===== config.mk =====
export PLATFORM = sky130hd
export DESIGN_NAME = clkspec_arbreq_4drv
export DESIGN_NICKNAME = d
export VERILOG_FILES = /design/src/rtl/clkspec_arbreq_4drv_pkg.sv /design/src/rtl/clkspec_arbreq_chmux.sv /design/src/rtl/clkspec_arbreq_4drv.sv
export SDC_FILE = /design/constraint.sdc
export NUM_CORES = 1
export LEC_CHECK = 0
export BUFFER_PORTS_ARGS = -buffer_cell sky130_fd_sc_hd__buf_2
export CAP_MARGIN = 40
export CELL_PAD_IN_SITES_DETAIL_PLACEMENT = 0
export CELL_PAD_IN_SITES_GLOBAL_PLACEMENT = 1
export CORE_MARGIN = 4
export CORE_UTILIZATION = 30
export DETAILED_ROUTE_END_ITERATION = 6
export PLACE_DENSITY = 0.72
export SKIP_LAST_GASP = 1
export SYNTH_ARGS = -nofsm -noshare
export SYNTH_HDL_FRONTEND = slang
export SYNTH_SLANG_ARGS = --single-unit

===== constraint.sdc =====
create_clock -name clk -period 1.5 [get_ports clk]
set_input_delay 0.15 -clock clk [delete_from_list [all_inputs] [get_ports clk]]
set_output_delay 0.15 -clock clk [all_outputs]
set_load 0.1 [all_outputs]

===== src/rtl/clkspec_arbreq_4drv_pkg.sv =====
// Shared definitions for the 4-channel arbitrated-adder requester driver.
// State codes, channel count and default operand width.
package clkspec_arbreq_4drv_pkg;
    localparam int NCH       = 4;
    localparam int DEF_WIDTH = 4;

    typedef enum logic [1:0] {
        ST_IDLE = 2'b00,
        ST_REQ  = 2'b01,
        ST_RESP = 2'b10
    } state_t;
endpackage


===== src/rtl/clkspec_arbreq_chmux.sv =====
// Channel demux: steers request and operands onto one channel.
// Unselected channels stay at zero for the OR-based merge downstream.
module clkspec_arbreq_chmux
    import clkspec_arbreq_4drv_pkg::*;
#(
    parameter int WIDTH = DEF_WIDTH
) (
    input  logic             en,
    input  logic [1:0]       ch,
    input  logic [WIDTH-1:0] a,
    input  logic [WIDTH-1:0] b,
    output logic [NCH-1:0]   r,
    output logic [WIDTH-1:0] a0,
    output logic [WIDTH-1:0] a1,
    output logic [WIDTH-1:0] a2,
    output logic [WIDTH-1:0] a3,
    output logic [WIDTH-1:0] b0,
    output logic [WIDTH-1:0] b1,
    output logic [WIDTH-1:0] b2,
    output logic [WIDTH-1:0] b3
);
    always_comb begin
        r  = '0;
        a0 = '0;
        a1 = '0;
        a2 = '0;
        a3 = '0;
        b0 = '0;
        b1 = '0;
        b2 = '0;
        b3 = '0;
        if (en) begin
            r[ch] = 1'b1;
            unique case (ch)
                2'd0: begin a0 = a; b0 = b; end
                2'd1: begin a1 = a; b1 = b; end
                2'd2: begin a2 = a; b2 = b; end
                2'd3: begin a3 = a; b3 = b; end
            endcase
        end
    end
endmodule


===== src/rtl/clkspec_arbreq_4drv.sv =====
// Requester driver: issues one add on a channel, waits for y,
// checks it against A+B and reports pass / fail / timeout.
module clkspec_arbreq_4drv
    import clkspec_arbreq_4drv_pkg::*;
#(
    parameter int WIDTH   = DEF_WIDTH,
    parameter int TIMEOUT = 16,
    parameter int ERRW    = 8
) (
    input  logic             clk,
    input  logic             reset,
    input  logic             cmd_vld,
    output logic             cmd_rdy,
    input  logic [1:0]       cmd_ch,
    input  logic [WIDTH-1:0] cmd_a,
    input  logic [WIDTH-1:0] cmd_b,
    output logic [NCH-1:0]   r,
    output logic [WIDTH-1:0] a0,
    output logic [WIDTH-1:0] a1,
    output logic [WIDTH-1:0] a2,
    output logic [WIDTH-1:0] a3,
    output logic [WIDTH-1:0] b0,
    output logic [WIDTH-1:0] b1,
    output logic [WIDTH-1:0] b2,
    output logic [WIDTH-1:0] b3,
    input  logic [WIDTH-1:0] y,
    input  logic             y_vld,
    output logic             rsp_vld,
    output logic             rsp_pass,
    output logic             rsp_to,
    output logic [WIDTH-1:0] rsp_y,
    output logic             busy,
    output logic [ERRW-1:0]  err_cnt
);
    state_t           state, state_nxt;
    logic [1:0]       ch_q;
    logic [WIDTH-1:0] a_q, b_q, exp_q;
    logic [7:0]       timer;
    logic             timeout_hit;

    assign timeout_hit = (timer == 8'(TIMEOUT - 1));
    assign cmd_rdy     = (state == ST_IDLE);
    assign busy        = (state == ST_REQ) || (state == ST_RESP);
    assign rsp_vld     = (state == ST_RESP);

    always_comb begin
        state_nxt = state;
        unique case (state)
            ST_IDLE: if (cmd_vld) state_nxt = ST_REQ;
            ST_REQ:  if (y_vld || timeout_hit) state_nxt = ST_RESP;
            ST_RESP: state_nxt = ST_IDLE;
            default: state_nxt = ST_IDLE;
        endcase
    end

    always_ff @(posedge clk or negedge reset) begin
        if (!reset) begin
            state    <= ST_IDLE;
            ch_q     <= '0;
            a_q      <= '0;
            b_q      <= '0;
            exp_q    <= '0;
            timer    <= '0;
            rsp_pass <= 1'b0;
            rsp_to   <= 1'b0;
            rsp_y    <= '0;
            err_cnt  <= '0;
        end else begin
            state <= state_nxt;
            if (state == ST_IDLE && cmd_vld) begin
                ch_q  <= cmd_ch;
                a_q   <= cmd_a;
                b_q   <= cmd_b;
                exp_q <= cmd_a + cmd_b;
                timer <= '0;
            end else if (state == ST_REQ) begin
                timer <= timer + 8'd1;
                // a result in the final cycle beats the timeout
                if (y_vld) begin
                    rsp_y    <= y;
                    rsp_pass <= (y == exp_q);
                    rsp_to   <= 1'b0;
                end else if (timeout_hit) begin
                    rsp_y    <= '0;
                    rsp_pass <= 1'b0;
                    rsp_to   <= 1'b1;
                end
            end else if (state == ST_RESP) begin
                if ((!rsp_pass || rsp_to) && err_cnt != '1)
                    err_cnt <= err_cnt + 1'b1;
            end
        end
    end

    clkspec_arbreq_chmux #(.WIDTH(WIDTH)) u_chmux (
        .en (state == ST_REQ),
        .ch (ch_q),
        .a  (a_q),
        .b  (b_q),
        .r  (r),
        .a0 (a0),
        .a1 (a1),
        .a2 (a2),
        .a3 (a3),
        .b0 (b0),
        .b1 (b1),
        .b2 (b2),
        .b3 (b3)
    );
endmodule


# After elaboration in Yosys (flattened, before gate mapping)
# Index checks and enable logic that the tools add are counted.
# op_classes
n_addsub	3
multipliers	0
div_mod_pow	0
order_cmp	2
n_eq_ne	10
shift	0
muxes	30
bitwise	2
reduce_logical	14
# op_table
cell	count
4-bit two-way mux	19
8-bit by 1-bit adder with 8-bit output (second input constant)	2
8-bit two-way mux	2
8-bit by 4-bit == test with 1-bit output (second input constant)	1
8-bit inequality test (second input constant)	1
2-bit == test (second input constant)	3
1-bit two-way mux	5
4-bit adder	1
2-bit by 1-bit == test with 1-bit output (second input constant)	2
4-bit == test	1
2-bit zero test	2
2-bit two-way mux	2
2-bit inequality test (second input constant)	2
2-bit one-hot mux with 2 select lines	1
4-bit AND reduction	1
2-bit nonzero test	2
1-bit logical AND	3
1-bit logical OR	3
2-bit by 3-bit < comparator with 1-bit output (second input constant)	1
3-bit AND reduction	1
1-bit demux with 2-bit select	1
2-bit by 1-bit greater-or-equal comparator with 1-bit output (second input constant)	1
1-bit inverter	2
2-bit AND reduction	1
1-bit zero test	1
# totals
regBits	38
latchBits	0
ram_bits	0
romBits	0
wordCells	71
n_memories	0

# Logic depth before layout (Yosys ltp)
# Gate-level depths: netlist (run 1).
# depth
word_depth	5
depth_mapped	7
mapped_depth_nobuf	6

# Cells and area by module
# A second synthesis (run 1) with hierarchy kept.
# unflattened
hier_cells	223
hier_area_um2	2270.9
# modules_own_cells
module	instances	cells_each	area_per_inst_um2	seq_area_each_um2
clkspec_arbreq_4drv	1	178	1831.8	950.9
clkspec_arbreq_chmux	1	45	439.2	0.0

# Worst setup path before layout (run 1)
# Ideal clock, no wire load.
# synth_timing
path_type	reg2out
startpoint	register state[1]
endpoint	output port a0[0]
arrival_ns	4.144
required_time_ns	1.350
setup_slack_ns	-2.794
path_stages_with_launch	5
path_buffers	0
cell_sequence	dfrtp_1 -> inv_1 -> ha_1 -> nor3b_1 -> and2_1
# synth_via
elab_chain_len	2
# synth_lines
item	line	source
start, declared	clkspec_arbreq_4drv.sv:35	state_t state, state_nxt;
start signal, assigned	clkspec_arbreq_4drv.sv:69	state <= state_nxt;
2-bit by 1-bit == test with 1-bit output	clkspec_arbreq_4drv.sv:96	.en (state == ST_REQ),
4-bit two-way mux	clkspec_arbreq_chmux.sv:32	if (en) begin
end, declared	clkspec_arbreq_4drv.sv:18	output logic [WIDTH-1:0] a0,
# No other way between the ends.

# Final worst setup path (run 1)
# layout_timing
startpoint	register state[0]
endpoint	register err_cnt[6]
# layout_via
elab_chain_len	4
elab_cells_between_ends	7
# layout_lines
item	line	source
2-bit zero test	clkspec_arbreq_4drv.sv:70	if (state == ST_IDLE && cmd_vld) begin
1-bit logical AND	clkspec_arbreq_4drv.sv:70	
1-bit inverter (no source line)	n/a	
4-bit AND reduction (no source line) *	n/a	
end signal, assigned	clkspec_arbreq_4drv.sv:90	err_cnt <= err_cnt + 1'b1;
end, declared	clkspec_arbreq_4drv.sv:33	output logic [ERRW-1:0] err_cnt
# Every way passes the cells marked *; elsewhere a longest branch is shown, timed or not.
# A chain may end at the register's enable or synchronous reset.

==> impl_metrics.yaml, run 1 <==
clocking:
  clock-sinks: 38
  cts_max_path_buffers: 2
  insertion_delay_ps: 300
  clk_pin_slew_ps: 80
  tritoncts: "built"
  clock-root-buffer: "clkbuf_8"
  numCtsBuffers: 5
  cts_htree_levels: 2
detailed_routing:
  drt_iter0_drc: 111
  drc: 0
  routed_wl_mm: 6.40
  vias: 1953
  dr.pass1.iters: 4
  viasPerCell: 4.45
  wl_per_cell_um: 14.6
  antenna_left: 0
final_layout:
  fin_area_mm2: 0.00405
  layout_common_cells: "nand2_1 (46), buf_12 (41), buf_4 (35)"
  seqCellArea_um2: 957
  fin_util_pct: 58.9
  diodes: 0
  final_nets: 370
  area_growth_pct: 88.7
  multi_input_area_mm2: 0.00144
  drive_gt1_share_pct: 59.2
  layout_commonest_cell: "nand2_1"
  fillers: 549
sta:
  post-route-period-util_pct: 126
  slew_headroom_pct: 67.0
  tightest_slew_ps: 495
  finalSetupViolations: 71
  clock_skew_ps: 12.8
  rsz0062_at_grt: "true"
  min_period_ps: 1890
  hold_viol: 0
  clock.fmax_ghz: 0.528
  maxSlewViolCount: 0
  fin_ws_ps: -392
global_route:
  grt_usage_pct: 15.6
  overflow: 0
  grt_max_degree: 39
  antenna_found_initial: 0
  first_global_vias: 2040
  grt_first_pass_wirelength_mm: 10.6
yosys:
  synth-edff-count: 0
  syn-cell-area_mm2: 0.00215
  ys_seq_elements: 38
  synth_seq_area_share_pct: 44.3
  avgSynthCellArea_um2: 9.84
  synthCells: 218
  yosys.cell_types.count: 36
  ys_async_sr_fraction_pct: 100
  synth-warning-count: 0
  synth_flop_cell: "dfrtp_1"
  syn_nets: 246
placed_design:
  portBuffers: 70
  dp_hpwl_mm: 4.47
  dpl-instance-area_mm2: 0.00361
  post-place-ws_ps: -239
  place_congestion: 0.754
die:
  die_y_um: 92.6
  pin_count: 71
  dieArea_mm2: 0.00857
  initial_core_util_pct: 31.2
  coreArea_mm2: 0.00687
  die_width_um: 92.6
  rows: 30
run_status:
  status: "finished with violations"
  violations: "setup timing"
setup_path:
  worstPathArrival_ps: 2070
  required_ps: 1680
  worst-path-max-fanout: 3
  worstSetupPathType: "flip-flop to flip-flop"
  startpoint_type: "flip-flop"
  r2r_cells: 7
  worstSetupEndpointType: "flip-flop"
power:
  finalPower_w: 0.00893
  p_leak_nw: 1.88
  p_per_area_mw_per_mm2: 2200
  ir_drop_uv: 2620
flow_run:
  maxCapViolCount: 0
hold_path:
  worstHoldPathCells: 3
  min_path_type: "input port to flip-flop"
## worst max-delay path: stages, from the launching register on
cell and delay (ps):
dfrtp_1 420, buf_4 160, inv_4 80, ha_4 130, nor2b_4 160, nand4_1 210
nor3_2 230, mux2_2 380
## state kept, by name (all words and copies together) (netlist names), 2 cells and up
| register | cells |
|---|---|
| a_q | 4 |
| b_q | 4 |
| ch_q | 2 |
| err_cnt | 8 |
| exp_q | 4 |
| rsp_y | 4 |
| state | 2 |
| timer | 8 |
## where the power goes
group	switching [W]	internal, W	total [W]
clock	0.000396	0.000495	0.000890
sequential	0.000406	0.00141	0.00181
combinational	0.00390	0.00233	0.00622
total	0.00470	0.00423	0.00893
## logic make-up after synthesis
family                   synth area share, %
AND/OR/NAND/NOR                         27.8
flip-flops                              44.3
AO/OA/AOI/OAI                           9.15
XOR/XNOR                                6.94
buffers and inverters                   2.33
adder cells (fa/ha/maj)                 6.18
multiplexers                            3.26
## layout make-up
type	instances	share of cell area, %
clock buffers	5	1.70
clock inverters	3	1.11
well taps	96	2.97
multi-input cells	170	35.5
repair buffers	121	34.5
flip-flops and latches	38	23.6
inverters	6	0.618
## metal layers
metal | track usage (%) | routed length (um)
met5 | 0 | 0
met4 | 3.34 | 113
met3 | 3.41 | 262
met2 | 26.5 | 3160
met1 | 20.3 | 2870
## worst paths after layout
| check | from | end | slack, ps |
|---|---|---|---|
| setup / recovery | state[0] | err_cnt[6] | -390 |
| hold / removal | cmd_ch[0] | ch_q[0] | 60 |
| setup reg to reg | state[0] | err_cnt[6] | -390 |
| hold reg to reg | err_cnt[0] | err_cnt[0] | 500 |
| max in group asynchronous | reset | ch_q[1] | 690 |
| min in group asynchronous | reset | err_cnt[4] | 420 |
## timing repair
item	in CTS	in global routing
endpoints found under the setup margin	52	76
hold buffers	1	0
setup buffers	9	4
cloned	2	0
pin swaps	20	9
resized for setup	40	10
endpoints found under the hold margin	38	0
## per-stage QoR
step / setup TNS (ps) / hold slack [ps] / instances
floorplan: -27940 / -146 / 218
global placement: -3300 / 236 / 415
detailed placement: -4510 / 240 / 415
CTS: -13330 / 55.9 / 435
global route: -20800 / 54.7 / 439
finish: -15730 / 59.2 / 439
## cells in the mapped netlist, drive strengths merged (3+ instances only)
master   number  area share, %
a2111oi       3            3.8
a21oi         6            1.4
a22o          4            1.6
and2         33            9.6
and3          3            1.1
clkbuf        4           0.70
dfrtp        38             44
ha            9            5.2
inv           6            1.0
mux2          5            2.8
nand2        49            8.6
nand2b        3           0.87
nand4         3           0.87
nor2         10            1.7
o21ai         5            1.2
xnor2         8            3.3
xor2          9            3.7
(Power assumes the default switching activity.)
==> run 2, diff against run 1 <==
--- a/config.mk
+++ b/config.mk
@@ -12,7 +12,7 @@
 export CORE_MARGIN = 4
 export CORE_UTILIZATION = 30
 export DETAILED_ROUTE_END_ITERATION = 6
-export PLACE_DENSITY = 0.72
+export PLACE_DENSITY = 0.75
 export SKIP_LAST_GASP = 1
 export SYNTH_ARGS = -nofsm -noshare
 export SYNTH_HDL_FRONTEND = slang
==> run 2 against run 1 <==
The flow still finishes with violations (setup timing). Worst setup slack improved by 25 ps. Flip-flop and latch count unchanged. First-iteration DRC count decreased by 64%. Combinational power increased by 1%. Total power about the same. Clock skew decreased by 1.2 ps. Cell area increased by 1.1%. Sequential share of layout area decreased by 0.29 points. Non-clock buffer count increased by 2. Final cell count increased by 0.46%. Via count increased by 1.7%. Count of clock-buffer cells in the layout increased by 2. Critical endpoint is now a3[3]. Largest cell class unchanged.
==> impl_metrics.yaml, run 2 (synthesized netlist as in run 1, its figures left out) <==
setup_path:
  r2r_cells: 7
  crit_slowest_cell: "dfrtp_1"
  worst-path-max-fanout: 4
  crit_chain: "ha_4, buf_6, buf_4, and3_2, and2_4, buf_12"
  worstSetupEndpointType: "primary output"
  required_ps: 1350
  startpoint_type: "flip-flop"
  timing.critical_path.to: "a3[3]"
  r2r_end: "err_cnt[6]"
  reg2reg_slack_ps: -270
  worstPathArrival_ps: 1720
  cp-startpoint: "state[0]"
  slowest_delay_ps: 420
  worstSetupPathType: "flip-flop to primary output"
  timing.rr.start: "state[0]"
run_status:
  violations: "setup timing"
  status: "finished with violations"
sta:
  clock.fmax_ghz: 0.536
  clock_skew_ps: 11.6
  hold_viol: 0
  post-route-period-util_pct: 124
  fin_ws_ps: -367
  maxSlewViolCount: 0
  rsz0062_at_grt: "true"
  slew_headroom_pct: 66.7
  finalSetupViolations: 54
  min_period_ps: 1870
  tightest_slew_ps: 503
detailed_routing:
  viasPerCell: 4.50
  drt_iter0_drc: 40
  antenna_left: 0
  vias: 1986
  wl_per_cell_um: 14.7
  dr.pass1.iters: 4
  drc: 0
  routed_wl_mm: 6.47
clocking:
  insertion_delay_ps: 300
  numCtsBuffers: 5
  clock-sinks: 38
  cts_htree_levels: 2
  clk_pin_slew_ps: 80
  clock-root-buffer: "clkbuf_8"
  cts_max_path_buffers: 2
  tritoncts: "built"
flow_run:
  maxCapViolCount: 0
power:
  p_per_area_mw_per_mm2: 2180
  ir_drop_uv: 1790
  p_leak_nw: 1.91
  finalPower_w: 0.00893
die:
  dieArea_mm2: 0.00857
  coreArea_mm2: 0.00687
  pin_count: 71
  rows: 30
  die_y_um: 92.6
  die_width_um: 92.6
  initial_core_util_pct: 31.2
global_route:
  grt_usage_pct: 14.6
  overflow: 0
  first_global_vias: 2015
  grt_first_pass_wirelength_mm: 9.92
  grt_max_degree: 22
  antenna_found_initial: 0
final_layout:
  final_nets: 372
  diodes: 0
  layout_common_cells: "nand2_1 (47), buf_12 (41), buf_4 (35)"
  drive_gt1_share_pct: 59.1
  reg.largest.list: "err_cnt: 8 flops, timer: 8 flops"
  area_growth_pct: 90.8
  layout_commonest_cell: "nand2_1"
  fillers: 553
placed_design:
  post-place-ws_ps: -225
  place_congestion: 0.763
  dp_hpwl_mm: 4.62
  portBuffers: 70
hold_path:
  min_path_type: "input port to flip-flop"
[run 2: repair_timing]
action	CTS	global route
buffers inserted	11	6
gates resized for setup	27	29
cloned	0	3
endpoints found under the setup margin	53	73
hold buffers	1	0
endpoints found under the hold margin	19	0
pin swaps	16	14
[run 2: where the power goes]
part	switching, W	total (W)	internal (W)	leakage (nW)
combinational	0.00389	0.00628	0.00238	1.38
clock	0.000359	0.000857	0.000498	0.0524
sequential	0.000396	0.00180	0.00140	0.476
[run 2: metrics by stage]
step | instance area [um^2] | util [%] | cells | hold WS (ps) | setup TNS (ps)
after global routing | 4090 | 59.6 | 441 | 57.9 | -18750
after floorplan | 2300 | - | 218 | -146 | -27940
after CTS | 3920 | 57.0 | 434 | 55.6 | -12450
final | 4090 | 59.6 | 441 | 56.0 | -13710
after detailed placement | 3620 | 52.7 | 415 | 144 | -3830
after global placement | 3620 | 52.7 | 415 | 141 | -2440
[run 2: layout make-up]
cell class | count | area, um^2 | area share [%]
inverter | 6 | 27.5 | 0.672
sequential | 38 | 956 | 23.3
timing repair buffer | 123 | 1430 | 35.0
multi-input combinational | 170 | 1450 | 35.5
clock buffer | 7 | 76.3 | 1.86
tap | 96 | 120 | 2.93
clock inverter | 1 | 30.0 | 0.733
[run 2: worst min-delay path by stage]
stage / from / endpoint / slack, ps / cells after the start
after CTS: cmd_ch[1] / ch_q[1] / 60 / 3
final: cmd_ch[1] / ch_q[1] / 60 / 3
after detailed placement: reset / rsp_y[2] / 140 / 1
after floorplan: reset / a_q[0] / -150 / 0
after global placement: reset / rsp_y[2] / 140 / 1
after global routing: cmd_ch[0] / ch_q[0] / 60 / 3
[run 2: critical path, delay by kind of cell, from the launching register on]
family,cells,cell delay (ps)
buffers and inverters,3,400
adder cells (fa/ha/maj),1,190
AND/OR/NAND/NOR,2,410
flip-flops,1,420
[run 2: layer usage]
layer | vias to the layer above | part of all wire (%) | global-route usage (%)
met1 | 951 | 44 | 19.0
met2 | 52 | 50 | 24.7
li1 | 974 | - | -
met3 | 9 | 4.4 | 2.76
met5 | - | 0 | 0
met4 | 0 | 1.5 | 4.08
